[config.mk]
export PLATFORM = sky130hd
export DESIGN_NAME = julia_write_arbiter
export DESIGN_NICKNAME = d
export VERILOG_FILES = /design/src/rtl/julia_write_arbiter.sv
export SDC_FILE = /design/constraint.sdc
export NUM_CORES = 1
export LEC_CHECK = 0
export CORE_AREA = 2 2 127 129
export DETAILED_ROUTE_END_ITERATION = 10
export DIE_AREA = 0 0 129 131
export GPL_ROUTABILITY_DRIVEN = 1
export HOLD_SLACK_MARGIN = 0.02
export PLACE_DENSITY_LB_ADDON = 0.08
export SLEW_MARGIN = 30
export SYNTH_ARGS = -nofsm -noshare
export SYNTH_HDL_FRONTEND = slang
export SYNTH_SLANG_ARGS = --single-unit
[constraint.sdc]
create_clock -name clk -period 5.6 [get_ports clk]
set_input_delay 1.68 -clock clk [delete_from_list [all_inputs] [get_ports clk]]
set_output_delay 1.68 -clock clk [all_outputs]
set_load 0.03 [all_outputs]
[src/rtl/julia_write_arbiter.sv]
// rtl/julia_write_arbiter.sv - round-robin arbiter funnelling Julia pixel-engine writes onto one Avalon write master
// Counts accepted writes per frame and pulses frame_done when the frame's last pixel is accepted.
module julia_write_arbiter #(
  parameter int NUM_REQ      = 4,
  parameter int ADDRWIDTH    = 26,
  parameter int DATAWIDTH    = 32,
  parameter int FRAME_PIXELS = 307200,
  parameter int CNTWIDTH     = 20
) (
  input  logic                           clk,
  input  logic                           reset_n,
  input  logic                           frame_start,
  input  logic [NUM_REQ-1:0]             req,
  input  logic [NUM_REQ*ADDRWIDTH-1:0]   req_addr,
  input  logic [NUM_REQ*DATAWIDTH-1:0]   req_data,
  output logic [NUM_REQ-1:0]             grant,
  output logic [ADDRWIDTH-1:0]           master_address,
  output logic [DATAWIDTH-1:0]           master_writedata,
  output logic                           master_write,
  input  logic                           master_waitrequest,
  output logic                           busy,
  output logic                           frame_done,
  output logic [CNTWIDTH-1:0]            pixel_count
);

  localparam int                  SELW       = (NUM_REQ > 1) ? $clog2(NUM_REQ) : 1;
  localparam logic [SELW-1:0]     SEL_MAX    = SELW'(NUM_REQ - 1);
  localparam logic [SELW:0]       NUM_REQ_W  = (SELW + 1)'(NUM_REQ);
  localparam logic [CNTWIDTH-1:0] LAST_PIXEL = CNTWIDTH'(FRAME_PIXELS - 1);

  typedef enum logic [1:0] {
    S_IDLE,
    S_ARB,
    S_WRITE
  } state_t;

  state_t                r_state;
  logic [SELW-1:0]       r_sel;
  logic [SELW-1:0]       r_last_sel;
  logic [CNTWIDTH-1:0]   r_pixel_count;
  logic                  r_master_write;
  logic [ADDRWIDTH-1:0]  r_master_address;
  logic [DATAWIDTH-1:0]  r_master_writedata;
  logic                  r_busy;
  logic                  r_frame_done;

  logic [SELW:0]         w_start;
  logic [2*NUM_REQ-1:0]  w_req2;
  logic [NUM_REQ-1:0]    w_rot;
  logic [SELW-1:0]       w_off;
  logic [SELW:0]         w_sum;
  logic [SELW-1:0]       w_sel;
  logic                  w_any;
  logic [ADDRWIDTH-1:0]  w_addr;
  logic [DATAWIDTH-1:0]  w_data;
  logic                  w_accept;
  logic [NUM_REQ-1:0]    w_grant;

  // Rotate req so bit 0 is the engine after last_sel; the lowest set bit then wins.
  always_comb begin
    w_start = {1'b0, r_last_sel} + 1'b1;
    w_req2  = {req, req} >> w_start;
    w_rot   = w_req2[NUM_REQ-1:0];
    w_any   = |w_rot;
    w_off   = '0;
    for (int k = NUM_REQ - 1; k >= 0; k--) begin
      if (w_rot[k]) begin
        w_off = SELW'(k);
      end
    end
    w_sum = w_start + {1'b0, w_off};
    if (w_sum >= NUM_REQ_W) begin
      w_sum = w_sum - NUM_REQ_W;
    end
    w_sel = w_sum[SELW-1:0];
  end

  always_comb begin
    w_addr = '0;
    w_data = '0;
    for (int k = 0; k < NUM_REQ; k++) begin
      if (w_sel == SELW'(k)) begin
        w_addr = req_addr[k*ADDRWIDTH +: ADDRWIDTH];
        w_data = req_data[k*DATAWIDTH +: DATAWIDTH];
      end
    end
  end

  assign w_accept = (r_state == S_WRITE) && !master_waitrequest;

  always_comb begin
    w_grant = '0;
    for (int k = 0; k < NUM_REQ; k++) begin
      w_grant[k] = w_accept && (r_sel == SELW'(k));
    end
  end

  always_ff @(posedge clk or negedge reset_n) begin
    if (!reset_n) begin
      r_state            <= S_IDLE;
      r_sel              <= '0;
      r_last_sel         <= SEL_MAX;
      r_pixel_count      <= '0;
      r_master_write     <= 1'b0;
      r_master_address   <= '0;
      r_master_writedata <= '0;
      r_busy             <= 1'b0;
      r_frame_done       <= 1'b0;
    end else begin
      r_frame_done <= 1'b0;
      case (r_state)
        S_IDLE: begin
          if (frame_start) begin
            r_state       <= S_ARB;
            r_busy        <= 1'b1;
            r_pixel_count <= '0;
          end
        end
        S_ARB: begin
          if (w_any) begin
            r_sel              <= w_sel;
            r_master_address   <= w_addr;
            r_master_writedata <= w_data;
            r_master_write     <= 1'b1;
            r_state            <= S_WRITE;
          end
        end
        S_WRITE: begin
          if (!master_waitrequest) begin
            r_master_write     <= 1'b0;
            r_master_address   <= '0;
            r_master_writedata <= '0;
            r_pixel_count      <= r_pixel_count + 1'b1;
            r_last_sel         <= r_sel;
            if (r_pixel_count == LAST_PIXEL) begin
              r_state      <= S_IDLE;
              r_busy       <= 1'b0;
              r_frame_done <= 1'b1;
            end else begin
              r_state <= S_ARB;
            end
          end
        end
        default: r_state <= S_IDLE;
      endcase
    end
  end

  assign grant            = w_grant;
  assign master_write     = r_master_write;
  assign master_address   = r_master_address;
  assign master_writedata = r_master_writedata;
  assign busy             = r_busy;
  assign frame_done       = r_frame_done;
  assign pixel_count      = r_pixel_count;

endmodule

==> impl_metrics.env, run 1 <==
export IMPL_skew_ps=8.87
export IMPL_syn_to_final_growth_pct=73.9
export IMPL_drtIter0Drc=172
export IMPL_critPathMaxStageDelay_ps=710
export IMPL_clk_latency_ps=340
export IMPL_power_density_mw_per_mm2=513
export IMPL_avgRoutedWirePerCell_um=18.0
export IMPL_hold_viol_final=0
export IMPL_yosysWarnings=0
export IMPL_initial_core_util_pct=32.5
export IMPL_netlist_area_leader_share_pct=41.9
export IMPL_hold_path_class="flip-flop to flip-flop"
export IMPL_numPortBuffers=324
export IMPL_slew_violations=0
export IMPL_finalSetupViolations=0
export IMPL_clkPwrFrac_pct=13.4
export IMPL_synthesis_nets=735
export IMPL_coreArea_mm2=0.0156
export IMPL_ios=325
export IMPL_cts_tree="done"
export IMPL_viasPerCell=5.00
export IMPL_dieWidth_um=129
export IMPL_grt_use_total_pct=20.9
export IMPL_synth_flop_cell="dfrtp_1"
export IMPL_tightestPinTransition_ps=755
export IMPL_cp_end_kind="primary output"
export IMPL_period_needed_ps=5170
export IMPL_gp_congestion=0.818
export IMPL_worstPathRequired_ps=3920
export IMPL_p_comb_share_pct=64.2
export IMPL_synth_edff_count=0
export IMPL_r2r_slack_ps=2900
export IMPL_numCtsBuffers=9
export IMPL_worstPathMaxFanout=6
export IMPL_p_int_mw=2.52
export IMPL_grt_max_degree=61
export IMPL_antenna_left=0
export IMPL_antenna_found_initial=0
export IMPL_r2r_cells=8
export IMPL_p_sw_mw=2.00
export IMPL_synth_distinct_cells=40
export IMPL_die_y_um=131
export IMPL_p_sw_share_pct=44.2
export IMPL_cts_setup_buffers=0
export IMPL_slew_headroom_pct=49.6
export IMPL_dpl_worst_slack_ps=440
export IMPL_status="finished, final reports clean"
export IMPL_max_freq_mhz=193
export IMPL_path_class="primary input to primary output"
export IMPL_dpl_cell_count=1006
export IMPL_drc=0
export IMPL_syn_cell_area_mm2=0.00507
export IMPL_dr_pass1_iters=4
export IMPL_layout_setup_ws_ps=432
export IMPL_hold_depth=2
export IMPL_cts_root_buf="clkbuf_16"
export IMPL_cts_resized=0
export IMPL_fillCellCount=1337
export IMPL_netlist_instances=493
export IMPL_pwr_share_seq_pct=22.5
export IMPL_instances_no_fill=1022
export IMPL_peakVddDrop_mv=0.615
export IMPL_synth_area_leader_cell="dfrtp_1"
export IMPL_hold_buffers=0
export IMPL_cp_start_kind="primary input"
export IMPL_wirelength_mm=18.4
export IMPL_cap_viol_max_count=0
export IMPL_rsz0062_at_grt="false"
export IMPL_min_period_over_period_pct=92.3
export IMPL_rows=46
export IMPL_synth_seq_cells=87
export IMPL_cts_buffer_depth=2
export IMPL_p_total_mw=4.52
export IMPL_syn_area_per_cell_um2=10.3
export IMPL_antenna_cells=0
export IMPL_crit_chain="clkdlybuf4s50_1 > nor2_1 > nand2_1 > nor3_1 > clkdlybuf4s50_1"
export IMPL_grt_pass1_vias=5198
export IMPL_drive_gt1_share_pct=4.59
export IMPL_cp_common_cell="clkdlybuf4s50_1"
export IMPL_synthArstFlopShare_pct=100
export IMPL_cts_sinks=87
export IMPL_p_leak_nw=3.77
export IMPL_cts_max_level=3
export IMPL_setup_tns_ps=0
export IMPL_ys_seq_area_share_pct=43.0
export IMPL_cpMaxStageDelayCell="clkdlybuf4s50_1"
export IMPL_layout_nets=1043
export IMPL_dieArea_mm2=0.0169
export IMPL_critPathArrivalTime_ps=3490
export IMPL_clkTransAtPathRegs_ps=60
export IMPL_via_count=5112
export IMPL_netlist_top_cells_area="dfrtp_1, mux2i_1, o221ai_1"
export IMPL_grt_pass1_wl_mm=27.2
export IMPL_overflow=0
export IMPL_dp_hpwl_mm=14.3
[flip-flops by register name, indices dropped and copies added (netlist names)]
name	count
master_write	1
r_state	2
busy	1
pixel_count	20
r_sel	2
master_writedata	32
r_last_sel	2
frame_done	1
master_address	26
[cell type report]
cell class / count / area [um^2] / share of cell area (%)
clock inverter: 7 / 73.8 / 0.837
multi-input combinational: 366 / 2720 / 30.8
timing repair buffer: 332 / 3340 / 37.8
clock buffer: 9 / 225 / 2.55
tap: 216 / 270 / 3.06
sequential: 87 / 2180 / 24.7
inverter: 5 / 18.8 / 0.213
[path summary, 6_finish.rpt]
path | startpoint | to
setup reg to reg | r_last_sel[1] | master_writedata[0]
hold reg to reg | master_writedata[10] | master_writedata[10]
hold / removal | master_writedata[10] | master_writedata[10]
max in group asynchronous | reset_n | master_writedata[15]
setup / recovery | master_waitrequest | grant[1]
min in group asynchronous | reset_n | pixel_count[17]
[cell usage after synthesis, drive strengths merged (2+ instances only)]
library cell  count
nand2b            6
o221ai           58
dfstp             2
a21o              2
clkbuf           18
nor3b             2
o21ai            13
xor2              9
mux2i           117
buf              17
nor4              2
or3               6
dfrtp            85
xnor2             4
nand4             5
and3              3
nand3             8
nor2             25
inv               5
a21oi            10
nand2            78
ha                2
nor3              5
[kinds of logic (layout without fill, tap and decap cells)]
logic type                 after synthesis  in the layout  synth area share (%)
and+or+nand+nor                        144            144                  12.8
muxes                                  118            118                  23.3
DFF                                     87             87                  43.0
buffers and inverters                   40            353                  4.17
AOI/OAI and AO/OA                       89             89                  13.9
xor gates and xnor gates                13             13                  2.39
adders and majority gates                2              2                 0.493
[power by group through the flow]
stage                     sequential, mW  combinational, mW  clock [mW]
after floorplan                     1.36               1.66           0
after global placement              1.01               2.90           0
after detailed placement            1.02               2.95           0
after CTS                           1.01               2.95       0.620
after global routing                1.05               3.11       0.653
final                               1.02               2.90       0.605
[through the flow]
stage	hold WS [ps]	cell area (um^2)	util, %
after floorplan	473	5070	-
after global placement	469	8520	54.6
after detailed placement	474	8520	54.6
after CTS	492	8820	56.6
after global routing	514	8820	56.6
final	486	8820	56.6
[per-layer routing]
layer	wire, um	GRT usage [%]
met5	0	0
met4	551	9.02
met3	1430	5.70
met2	9300	36.9
met1	7070	23.8
[critical path: cells and delay by family]
family | cells | cell delay (ps)
AND/OR/NAND/NOR | 3 | 590
buffers and inverters | 2 | 1210
[layout by cell type, fill, tap and decap left out, types with 2 or more instances in the layout]
master / synthesis / routed
a21o_1: 2 / 2
a21oi_1: 10 / 10
and3_1: 3 / 3
buf_12: 0 / 3
buf_4: 6 / 6
clkbuf_16: 0 / 9
clkdlybuf4s50_1: 0 / 323
clkinv_2: 0 / 2
clkinv_4: 0 / 3
dfrtp_1: 85 / 85
dfstp_2: 2 / 2
ha_1: 2 / 2
inv_1: 4 / 4
mux2i_1: 117 / 117
nand2_1: 78 / 77
nand2b_1: 5 / 4
nand3_1: 8 / 8
nand4_1: 5 / 5
nor2_1: 25 / 24
nor3_1: 5 / 5
nor4_1: 2 / 2
o21ai_0: 13 / 13
o221ai_1: 58 / 58
or3_1: 6 / 6
xnor2_1: 3 / 3
xor2_1: 9 / 9
Note: power is estimated with default switching activity, not from simulation.
==> inputs of run 2 (changes only) <==
CELL_PAD_IN_SITES_DETAIL_PLACEMENT = 1   (was unset)
CELL_PAD_IN_SITES_GLOBAL_PLACEMENT = 1   (was unset)
CORE_AREA = unset   (was 2 2 127 129)
CORE_MARGIN = 1.5   (was unset)
CORE_UTILIZATION = 28   (was unset)
DIE_AREA = unset   (was 0 0 129 131)
==> impl_metrics.env, run 2 (synthesis results as in run 1) <==
export IMPL_worstPathMaxFanout=6
export IMPL_min_from="master_writedata[10]"
export IMPL_dieArea_mm2=0.0189
export IMPL_dr_pass1_iters=4
export IMPL_slew_violations=0
export IMPL_slew_headroom_pct=48.1
export IMPL_largest_reg_flops=32
export IMPL_grt_max_degree=57
export IMPL_crit_chain="clkdlybuf4s50_1 > nor2_1 > nand2_1 > nor3_1 > clkdlybuf4s50_1"
export IMPL_die_y_um=138
export IMPL_p_sw_share_pct=44.4
export IMPL_layout_common_cells="clkdlybuf4s50_1, mux2i_1, dfrtp_1"
export IMPL_viasPerCell=5.02
export IMPL_cts_buffer_depth=2
export IMPL_clkPwrFrac_pct=13.8
export IMPL_numPortBuffers=324
export IMPL_power_density_mw_per_mm2=516
export IMPL_tightestPinTransition_ps=771
export IMPL_min_period_over_period_pct=92.2
export IMPL_rsz0062_at_grt="false"
export IMPL_crit_family="buffers and inverters"
export IMPL_grt_use_total_pct=21.3
export IMPL_p_int_mw=2.54
export IMPL_cts_setup_buffers=0
export IMPL_cp_common_cell="clkdlybuf4s50_1"
export IMPL_clkTransAtPathRegs_ps=60
export IMPL_skew_ps=5.62
export IMPL_p_leak_nw=3.78
export IMPL_critPathMaxStageDelay_ps=700
export IMPL_dieWidth_um=138
export IMPL_cp_end_kind="primary output"
export IMPL_path_class="primary input to primary output"
export IMPL_max_freq_mhz=194
export IMPL_critPathArrivalTime_ps=3480
export IMPL_gp_congestion=0.835
export IMPL_setup_tns_ps=0
export IMPL_r2r_slack_ps=2890
export IMPL_numCtsBuffers=9
export IMPL_hold_buffers=0
export IMPL_drc=0
export IMPL_worstPathRequired_ps=3920
export IMPL_initial_core_util_pct=28.4
export IMPL_cts_sinks=87
export IMPL_p_sw_mw=2.03
export IMPL_rows=49
export IMPL_period_needed_ps=5160
export IMPL_grt_pass1_wl_mm=30.3
export IMPL_hold_path_class="flip-flop to flip-flop"
export IMPL_syn_to_final_growth_pct=74.3
export IMPL_peakVddDrop_mv=0.417
export IMPL_avgRoutedWirePerCell_um=20.0
export IMPL_cts_root_buf="clkbuf_16"
export IMPL_cts_max_level=3
export IMPL_whs_ps=484
export IMPL_antenna_found_initial=0
export IMPL_status="finished, final reports clean"
export IMPL_coreArea_mm2=0.0178
export IMPL_fillCellCount=1936
export IMPL_cp_startpoint="master_waitrequest"
export IMPL_pwr_share_seq_pct=22.3
export IMPL_cp_num_buf_inv=2
export IMPL_drive_gt1_share_pct=4.71
export IMPL_cp_start_kind="primary input"
export IMPL_cpMaxStageDelayCell="clkdlybuf4s50_1"
export IMPL_finalSetupViolations=0
export IMPL_cts_resized=0
export IMPL_grt_pass1_vias=5495
export IMPL_hold_viol_final=0
export IMPL_clk_latency_ps=340
export IMPL_antenna_left=0
export IMPL_ios=325
export IMPL_p_comb_share_pct=63.9
export IMPL_r2r_start="r_last_sel[1]"
export IMPL_drtIter0Drc=134
export IMPL_final_common_cell="clkdlybuf4s50_1"
export IMPL_wirelength_mm=20.8
export IMPL_cts_tree="done"
export IMPL_cap_viol_max_count=0
export IMPL_layout_nets=1044
export IMPL_dp_hpwl_mm=16.5
export IMPL_overflow=0
export IMPL_via_count=5213
==> run 2: final timing paths <==
kind                       depth (start not counted)                   end
min in group asynchronous                          1       pixel_count[17]
min reg2reg                                        2  master_writedata[10]
max in group asynchronous                          2  master_writedata[18]
max reg2reg                                        8   master_writedata[3]
max                                                5              grant[1]
min                                                2  master_writedata[10]
==> run 2: worst register-to-register path, cell delays in order (launching register included) <==
cell and delay (ps):
dfstp_2 590, nand2b_1 140, a21boi_0 100, o22ai_1 140, o21ai_0 100, ha_1 300
nand2_2 570, buf_4 440, o221ai_1 180
==> run 2: through the flow <==
stage / util (%) / area [um^2] / setup WS (ps) / power, mW / cells
final: 49.6 / 8840 / 438 / 4.57 / 1038
after global placement: 47.8 / 8530 / 555 / 3.91 / 1020
after floorplan: - / 5070 / 1320 / 3.01 / 493
after detailed placement: 47.8 / 8530 / 429 / 3.99 / 1020
after global routing: 49.5 / 8840 / 329 / 4.86 / 1036
after CTS: 49.5 / 8840 / 429 / 4.63 / 1036
==> run 2: power groups by stage <==
stage               combinational, mW  sequential, mW  clock (mW)
global placement                 2.90            1.01           0
CTS                              2.97            1.02       0.646
detailed placement               2.96            1.03           0
global route                     3.14            1.04       0.673
finish                           2.92            1.02       0.630
floorplan                        1.66            1.36           0
==> run 2: final cells by class <==
type / count / area, um^2 / area share [%]
diodes: 2 / 5.00 / 0.0566
clock buffers: 11 / 253 / 2.86
clock inverters: 5 / 56.3 / 0.637
inverters: 5 / 18.8 / 0.212
multi-input cells: 366 / 2710 / 30.6
flip-flops and latches: 87 / 2180 / 24.6
well taps: 229 / 287 / 3.24
repair buffers: 333 / 3330 / 37.7
==> run 2: metal layers <==
metal  up-vias  part of all wire (%)  global-route usage (%)
met2       190                    52                    37.9
met4         0                   1.5                    6.90
li1       2459                     -                       -
met1      2549                    38                    24.4
met3        15                   8.0                    6.33
met5         -                     0                       0
==> inputs of run 3 (changes only) <==
--- a/config.mk
+++ b/config.mk
@@ -7,4 +7,6 @@
 export LEC_CHECK = 0
+export CAP_MARGIN = 0
 export CELL_PAD_IN_SITES_DETAIL_PLACEMENT = 1
 export CELL_PAD_IN_SITES_GLOBAL_PLACEMENT = 1
+export CORE_ASPECT_RATIO = 0.75
 export CORE_MARGIN = 1.5
==> constraint.sdc (replaced) <==
create_clock -name clk -period 5.6 [get_ports clk]
set_input_delay 1.12 -clock clk [delete_from_list [all_inputs] [get_ports clk]]
set_output_delay 1.12 -clock clk [all_outputs]
set_load 0.03 [all_outputs]
==> impl_metrics.env, run 3 (synthesis results as in run 1) <==
export IMPL_die_y_um=120
export IMPL_instances_no_fill=1048
export IMPL_final_util_pct=50.0
export IMPL_p_total_mw=4.59
export IMPL_dpl_worst_slack_ps=1170
export IMPL_grt_pass1_vias=5750
export IMPL_min_period_over_period_pct=72.8
export IMPL_slew_headroom_pct=36.5
export IMPL_cts_buffer_depth=2
export IMPL_largest_reg_flops=32
export IMPL_cap_viol_max_count=0
export IMPL_overflow=0
export IMPL_drc=0
export IMPL_cts_sinks=87
export IMPL_status="finished, final reports clean"
export IMPL_peakVddDrop_mv=0.372
export IMPL_grt_pass1_wl_mm=32.1
export IMPL_power_density_mw_per_mm2=518
export IMPL_slew_violations=0
export IMPL_period_needed_ps=4080
export IMPL_syn_to_final_growth_pct=74.6
export IMPL_worstPathRequired_ps=4480
export IMPL_tightestPinTransition_ps=952
export IMPL_fillCellCount=1944
export IMPL_coreArea_mm2=0.0177
export IMPL_rows=42
export IMPL_cts_setup_buffers=0
export IMPL_avgRoutedWirePerCell_um=20.4
export IMPL_numCtsBuffers=9
export IMPL_dpl_cell_count=1032
export IMPL_hold_buffers=0
export IMPL_rsz0062_at_grt="false"
export IMPL_clk_latency_ps=350
export IMPL_final_area_mm2=0.00886
export IMPL_viasPerCell=5.10
export IMPL_skew_ps=4.36
export IMPL_layout_common_cells="clkdlybuf4s50_1, mux2i_1, dfrtp_1"
export IMPL_cp_end_kind="primary output"
export IMPL_antenna_left=0
export IMPL_final_common_cell="clkdlybuf4s50_1"
export IMPL_dp_hpwl_mm=16.4
export IMPL_cts_max_level=3
export IMPL_max_freq_mhz=245
export IMPL_wirelength_mm=21.4
export IMPL_dieWidth_um=158
export IMPL_cp_start_kind="primary input"
export IMPL_layout_nets=1043
export IMPL_antenna_cells=0
export IMPL_ios=325
export IMPL_hold_viol_final=0
export IMPL_p_leak_nw=3.78
export IMPL_numPortBuffers=324
export IMPL_antenna_found_initial=0
export IMPL_cts_resized=0
export IMPL_grt_use_total_pct=22.5
export IMPL_drive_gt1_share_pct=4.71
export IMPL_grt_max_degree=75
export IMPL_clkTransAtPathRegs_ps=70
export IMPL_cts_tree="done"
export IMPL_critPathArrivalTime_ps=2960
export IMPL_dpl_cell_area_mm2=0.00853
export IMPL_initial_core_util_pct=28.6
export IMPL_path_class="primary input to primary output"
export IMPL_hold_path_class="flip-flop to flip-flop"
export IMPL_worstPathMaxFanout=6
export IMPL_setup_tns_ps=0
export IMPL_dr_pass1_iters=4
export IMPL_layout_setup_ws_ps=1520
export IMPL_drtIter0Drc=193
export IMPL_dieArea_mm2=0.0189
export IMPL_cts_root_buf="clkbuf_16"
export IMPL_gp_congestion=0.772
export IMPL_finalSetupViolations=0
export IMPL_whs_ps=490
export IMPL_via_count=5342
run 3: cell count changes in the layout (fill, tap and decap cells not counted), sizes merged:
cell | before | now
buf | 10 | 9
bufinv | 1 | 2
clkbuf | 11 | 10
clkinv | 3 | 4
clkinvlp | 1 | 0
diode | 2 | 0
run 3: power by group:
group / total, mW / switching [mW] / leakage, nW / internal [mW]
clock network: 0.675 / 0.273 / 0.162 / 0.402
registers: 1.02 / 0.154 / 1.12 / 0.862
logic: 2.90 / 1.61 / 2.50 / 1.29
run 3: path summary, 6_finish.rpt:
kind	start	end	slack [ps]	cells past startpoint
min reg2reg	master_writedata[5]	master_writedata[5]	490	2
max	master_waitrequest	grant[0]	1520	5
min	master_writedata[5]	master_writedata[5]	490	2
max in group asynchronous	reset_n	master_writedata[2]	3730	2
min in group asynchronous	reset_n	master_address[21]	760	1
max reg2reg	r_last_sel[1]	master_writedata[20]	2340	9
run 3: layout make-up:
class,count,area (um^2),share of cell area [%]
tap,242,303,3.42
sequential,87,2180,24.6
inverter,5,18.8,0.212
clock inverter,6,83.8,0.946
multi-input combinational,366,2720,30.7
clock buffer,10,239,2.70
timing repair buffer,332,3310,37.4
run 3: worst max-delay path, stage by stage:
cell and delay [ps]:
clkdlybuf4s50_1 540, nor2_1 190, nand2_1 190, nor3_1 210
clkdlybuf4s50_1 710
run 3: per-layer routing:
metal	vias to the layer above	track usage [%]	wire [um]
met3	27	7.58	1720
met2	197	40.3	10800
met4	0	6.48	455
li1	2450	-	-
met1	2668	25.0	8380
met5	-	0	0
